`src/rtl/core_dispatcher.sv`:
```
// Event dispatcher: pops events from a shared queue onto idle cores and
// returns finished core events to the queue, one transfer per two cycles.
//
// Ports:
//   clk, reset                  clock, synchronous active-high reset
//   q_deq_vld/q_deq_data/q_deq_rdy   queue head and one-cycle pop strobe
//   q_enq_vld/q_enq_data/q_enq_rdy   event returned to the queue
//   core_idle                   per-core "can accept an event"
//   core_in_vld/core_in_data    one-hot dispatch strobe, shared data bus
//   core_out_vld/core_out_data  per-core returning event, packed by core
//   core_out_ack                one-hot pop strobe to the returning core
//   mon_*                       monitor feed of sent/received events
//   halt, all_idle              block dispatches; nothing outstanding
module core_dispatcher #(
  parameter int NUM_CORE = 4,
  parameter int MSG_WID  = 32
) (
  input  logic                          clk,
  input  logic                          reset,
  input  logic                          q_deq_vld,
  input  logic [MSG_WID-1:0]            q_deq_data,
  output logic                          q_deq_rdy,
  output logic                          q_enq_vld,
  output logic [MSG_WID-1:0]            q_enq_data,
  input  logic                          q_enq_rdy,
  input  logic [NUM_CORE-1:0]           core_idle,
  output logic [NUM_CORE-1:0]           core_in_vld,
  output logic [MSG_WID-1:0]            core_in_data,
  input  logic [NUM_CORE-1:0]           core_out_vld,
  input  logic [NUM_CORE*MSG_WID-1:0]   core_out_data,
  output logic [NUM_CORE-1:0]           core_out_ack,
  output logic                          mon_sent_vld,
  output logic                          mon_rcv_vld,
  output logic [$clog2(NUM_CORE)-1:0]   mon_core_id,
  output logic [MSG_WID-1:0]            mon_msg,
  input  logic                          halt,
  output logic                          all_idle
);

  localparam int ID_W  = $clog2(NUM_CORE);
  localparam int CNT_W = ID_W + 1;

  typedef enum logic [1:0] {
    S_IDLE,
    S_SEND,
    S_RECV
  } state_t;

  state_t               state;
  state_t               state_d;
  logic [NUM_CORE-1:0]  busy;
  logic [CNT_W-1:0]     active_cnt;
  logic [ID_W-1:0]      rr_snd;
  logic [ID_W-1:0]      rr_rcv;
  logic [ID_W-1:0]      id_q;
  logic [MSG_WID-1:0]   data_q;

  logic [NUM_CORE-1:0]  snd_req;
  logic [NUM_CORE-1:0]  id_oh;
  logic                 rcv_ok;
  logic                 snd_ok;
  logic [ID_W-1:0]      rcv_g;
  logic [ID_W-1:0]      snd_g;
  logic [MSG_WID-1:0]   rcv_data;

  // First requester at or above p; the index wraps because NUM_CORE
  // is a power of two.
  function automatic logic [ID_W-1:0] rr_pick(
    input logic [NUM_CORE-1:0] req,
    input logic [ID_W-1:0]     p
  );
    logic [ID_W-1:0] idx;
    logic [ID_W-1:0] r;
    logic            found;
    r     = p;
    found = 1'b0;
    for (int i = 0; i < NUM_CORE; i++) begin
      idx = p + ID_W'(i);
      if (!found && req[idx]) begin
        r     = idx;
        found = 1'b1;
      end
    end
    return r;
  endfunction

  always_comb begin
    snd_req  = core_idle & ~busy;
    rcv_ok   = (|core_out_vld) & q_enq_rdy;
    snd_ok   = q_deq_vld & ~halt & (|snd_req);
    rcv_g    = rr_pick(core_out_vld, rr_rcv);
    snd_g    = rr_pick(snd_req, rr_snd);
    rcv_data = '0;
    for (int k = 0; k < NUM_CORE; k++) begin
      if (rcv_g == ID_W'(k)) begin
        rcv_data = core_out_data[k*MSG_WID +: MSG_WID];
      end
    end
  end

  assign id_oh        = {{(NUM_CORE-1){1'b0}}, 1'b1} << id_q;
  assign core_in_data = data_q;
  assign q_enq_data   = data_q;
  assign mon_core_id  = id_q;
  assign mon_msg      = data_q;
  assign all_idle     = (state == S_IDLE) && (active_cnt == '0);

  always_comb begin
    state_d      = state;
    q_deq_rdy    = 1'b0;
    q_enq_vld    = 1'b0;
    core_in_vld  = '0;
    core_out_ack = '0;
    mon_sent_vld = 1'b0;
    mon_rcv_vld  = 1'b0;
    case (state)
      S_IDLE: begin
        if (rcv_ok) begin
          state_d = S_RECV;
        end else if (snd_ok) begin
          state_d = S_SEND;
        end
      end
      S_SEND: begin
        q_deq_rdy    = 1'b1;
        core_in_vld  = id_oh;
        mon_sent_vld = 1'b1;
        state_d      = S_IDLE;
      end
      S_RECV: begin
        q_enq_vld   = 1'b1;
        mon_rcv_vld = 1'b1;
        if (q_enq_rdy) begin
          core_out_ack = id_oh;
          state_d      = S_IDLE;
        end
      end
      default: state_d = S_IDLE;
    endcase
  end

  always_ff @(posedge clk) begin
    if (reset) begin
      state      <= S_IDLE;
      busy       <= '0;
      active_cnt <= '0;
      rr_snd     <= '0;
      rr_rcv     <= '0;
      id_q       <= '0;
      data_q     <= '0;
    end else begin
      state <= state_d;
      case (state)
        S_IDLE: begin
          if (rcv_ok) begin
            id_q   <= rcv_g;
            data_q <= rcv_data;
          end else if (snd_ok) begin
            id_q   <= snd_g;
            data_q <= q_deq_data;
          end
        end
        S_SEND: begin
          busy[id_q] <= 1'b1;
          if (!busy[id_q]) begin
            active_cnt <= active_cnt + CNT_W'(1);
          end
          rr_snd <= id_q + ID_W'(1);
        end
        S_RECV: begin
          if (q_enq_rdy) begin
            busy[id_q] <= 1'b0;
            // a return from a core we never loaded leaves the count alone
            if (busy[id_q]) begin
              active_cnt <= active_cnt - CNT_W'(1);
            end
            rr_rcv <= id_q + ID_W'(1);
          end
        end
        default: ;
      endcase
    end
  end

endmodule

```
`config.mk`:
```
export PLATFORM = sky130hd
export DESIGN_NAME = core_dispatcher
export DESIGN_NICKNAME = d
export VERILOG_FILES = /design/src/rtl/core_dispatcher.sv
export SDC_FILE = /design/constraint.sdc
export NUM_CORES = 1
export LEC_CHECK = 0
export ABC_AREA = 1
export CORE_AREA = 3 3 108 110
export DETAILED_ROUTE_END_ITERATION = 12
export DIE_AREA = 0 0 111 113
export DONT_BUFFER_PORTS = 1
export PLACE_DENSITY = 0.56
export SETUP_SLACK_MARGIN = 0.4
export SLEW_MARGIN = 20
export SYNTH_ARGS = -nofsm -noshare
export SYNTH_HDL_FRONTEND = slang
export SYNTH_SLANG_ARGS = --single-unit
```
`constraint.sdc`:
```
create_clock -name clk -period 5.6 [get_ports clk]
set_input_delay 0.56 -clock clk [delete_from_list [all_inputs] [get_ports clk]]
set_output_delay 0.56 -clock clk [all_outputs]
set_load 0.03 [all_outputs]
```
==> flow_metrics.py <==
metrics = {
    "status": {
        "status": "complete, no violations",
    },
    "floorplan": {
        "core_area_um2": 10790,
        "fp-row-count": 38,
        "ioPinCount": 284,
        "die_h_um": 113,
        "fp.dieW_um": 111,
        "dieArea_um2": 12540,
        "initial_core_util_pct": 38.89,
    },
    "global_routing": {
        "grt_pass1_wl_um": 20890,
        "grt_start_max_net_pins": 65,
        "grt_usage_pct": 20.71,
        "grt_pass1_vias": 3905,
        "antenna_found_initial": 1,
        "overflow": 0,
    },
    "timing": {
        "max_slew_margin_pct": 33.66,
        "whs_ns": 0.2946,
        "period_share_pct": 67.44,
        "fin_setup_tns_ns": 0,
        "skew_ns": 0.01022,
        "rsz0062_at_grt": "false",
        "max_freq_ghz": 0.2648,
        "setup_viol": 0,
        "hold_viol": 0,
        "finalMaxSlewViolations": 0,
        "worstMarginPinSlew_ns": 0.9937,
        "period_minus_slack_ns": 3.777,
    },
    "drt": {
        "route.detailed.drc": 0,
        "viasPerCell": 5.595,
        "drtIter0Drc": 303,
        "post_drt_wl_per_cell_um": 18.58,
        "dr.pass1.iters": 5,
        "routed_wl_um": 13830,
        "postRouteAntennaNets": 0,
        "routed-via-count": 4163,
    },
    "worst_hold_path": {
        "hp-class": "in2reg",
        "worstHoldStart": "reset",
    },
    "yosys": {
        "async_flop_share_pct": 0,
        "synth-edff-count": 0,
        "avgSynthCellArea_um2": 6.031,
        "ys_seq_area_share_pct": 22.41,
        "netlist_area_um2": 4198,
        "ys_types": 29,
        "synth_cells": 696,
        "synth_seq_cells": 47,
        "yosysWarnings": 0,
        "synthFlopType": "dfxtp_1",
        "synth_nets": 874,
    },
    "setup_path": {
        "cp.required_ns": 5.85,
        "crit_type": "reg2reg",
        "arrival_ns": 4.03,
        "crit_fanout": 57,
        "crit_start": "rr_rcv[0]",
        "critPathCaptureType": "flop",
        "reg2reg_from": "rr_rcv[0]",
        "critPathLaunchType": "flop",
    },
    "finish": {
        "syn_to_final_growth_pct": -9.150,
        "final_layout_size_suffix_gt1_share_pct": 5.638,
        "nets": 780,
        "final_util_pct": 35.34,
    },
    "clock_tree": {
        "post_cts_buffers": 0,
        "post_cts_resize_count": 0,
        "numCtsBuffers": 5,
        "cts_tree": "yes",
        "clkLatencyLatePin_ns": 0.33,
        "h-tree-depth": 2,
        "clockRootBuffer": "clkbuf_8",
        "clkTransAtPathRegs_ns": 0.10,
        "cts_sinks": 47,
        "cts_hold_buf": 0,
        "max-clock-path-buffers": 2,
    },
    "power_and_ir_drop": {
        "power_density_nw_per_um2": 337.7,
        "power.total_mw": 1.288,
        "peakVddDrop_mv": 0.1700,
        "p_leak_nw": 1.661,
    },
    "place": {
        "hpwl_um": 10320,
        "io_buffers": 0,
        "gp_congestion": 0.9047,
    },
    "run": {
        "drv_cap": 0,
    },
}
## flip-flops by register name, summed over array words and instances, names as in the netlist, named ones only
register,flops
rr_snd,2
rr_rcv,2
core_in_data,32
mon_core_id,2
active_cnt,3
state,2
## metrics by stage
stage / std cells / instance area, um^2 / worst slack (ns)
final: 744 / 3814 / 1.823
after global routing: 744 / 3814 / 1.323
after CTS: 743 / 3811 / 1.768
after global placement: 735 / 3695 / 1.936
after detailed placement: 735 / 3695 / 1.830
after floorplan: 696 / 4198 / 3.223
## cells in the final DEF, fill, tap and decap left out
| cell type | n |
|---|---|
| clkbuf_8 | 5 |
| inv_1 | 43 |
| nand3_1 | 103 |
| dfxtp_1 | 47 |
| nand3_4 | 2 |
| or2_2 | 1 |
| inv_2 | 3 |
| diode_2 | 1 |
| o21ai_1 | 9 |
| nand3_2 | 1 |
| nand2_2 | 7 |
| o21bai_1 | 1 |
| xor2_1 | 2 |
| buf_4 | 7 |
| o21ai_0 | 67 |
| nor2_4 | 1 |
| nand2_1 | 119 |
| clkinv_4 | 1 |
| fa_1 | 1 |
| nand3b_1 | 1 |
| a21oi_1 | 77 |
| nand2_4 | 2 |
| ha_1 | 4 |
| clkinv_1 | 3 |
| nor3_1 | 2 |
| nor2_1 | 81 |
| bufinv_16 | 1 |
| inv_6 | 1 |
| inv_4 | 2 |
| nand4_1 | 9 |
## path summary, 6_finish.rpt
check                           to  slack, ns  cells after the start
setup reg to reg  core_in_data[16]       1.82                     17
hold reg to reg      active_cnt[0]       0.46                      1
hold / removal            state[1]       0.29                      1
setup / recovery  core_in_data[16]       1.82                     17
## critical path, stage by stage, from the launching register on
cell and delay [ns]:
dfxtp_1 0.60, inv_2 0.14, nand2_1 0.13, nand2_1 0.06, nand2_1 0.05, nand2_1 0.08, nor2_4 0.16, nand2_1 0.07
nand2_1 0.07, nand2_2 0.44, inv_2 0.14, buf_4 0.44, nand3_2 0.65, inv_2 0.32, nand2_1 0.08, nand2_1 0.07
nand2_1 0.05, a21oi_1 0.12
## per-layer routing
layer | track usage (%) | wire (um) | part of all wire, %
met1 | 26.45 | 5771 | 42
met2 | 34.18 | 6607 | 48
met3 | 5.668 | 1163 | 8.4
met4 | 6.322 | 284 | 2.1
met5 | 0 | 0 | 0
## Yosys cell counts (all sizes together) (2+ instances only)
| master | count | area [um^2] |
|---|---|---|
| a21oi | 77 | 385.4 |
| buf | 85 | 645.6 |
| clkbuf | 23 | 87.58 |
| clkinv | 3 | 11.26 |
| dfxtp | 47 | 940.9 |
| ha | 4 | 50.05 |
| inv | 48 | 185.2 |
| nand2 | 128 | 510.5 |
| nand3 | 106 | 560.5 |
| nand4 | 9 | 56.30 |
| nor2 | 82 | 315.3 |
| nor3 | 2 | 10.01 |
| o21ai | 76 | 380.4 |
| xor2 | 2 | 17.52 |
## final cells by class
class	instances	area, um^2
antenna	1	2.502
clock buffer	5	68.82
clock inverter	3	47.55
fill	1193	6979
inverter	51	196.4
multi-input combinational	490	2330
sequential	47	940.9
tap	140	175.2
timing repair buffer	7	52.55
## power by group
| part | switching [mW] | total (mW) | internal (mW) |
|---|---|---|---|
| registers | 0.226 | 0.594 | 0.368 |
| clock network | 0.139 | 0.275 | 0.136 |
| logic | 0.292 | 0.419 | 0.127 |
## cells by family after synthesis
| family | Yosys count | share of synthesized area, % |
|---|---|---|
| simple gates | 329 | 34.93 |
| buf+inv | 159 | 22.15 |
| compound gates | 154 | 18.42 |
| flops | 47 | 22.41 |
| fa+ha+maj | 5 | 1.669 |
| xor+xnor | 2 | 0.4174 |
No activity file was read; power rests on OpenSTA's default activity.
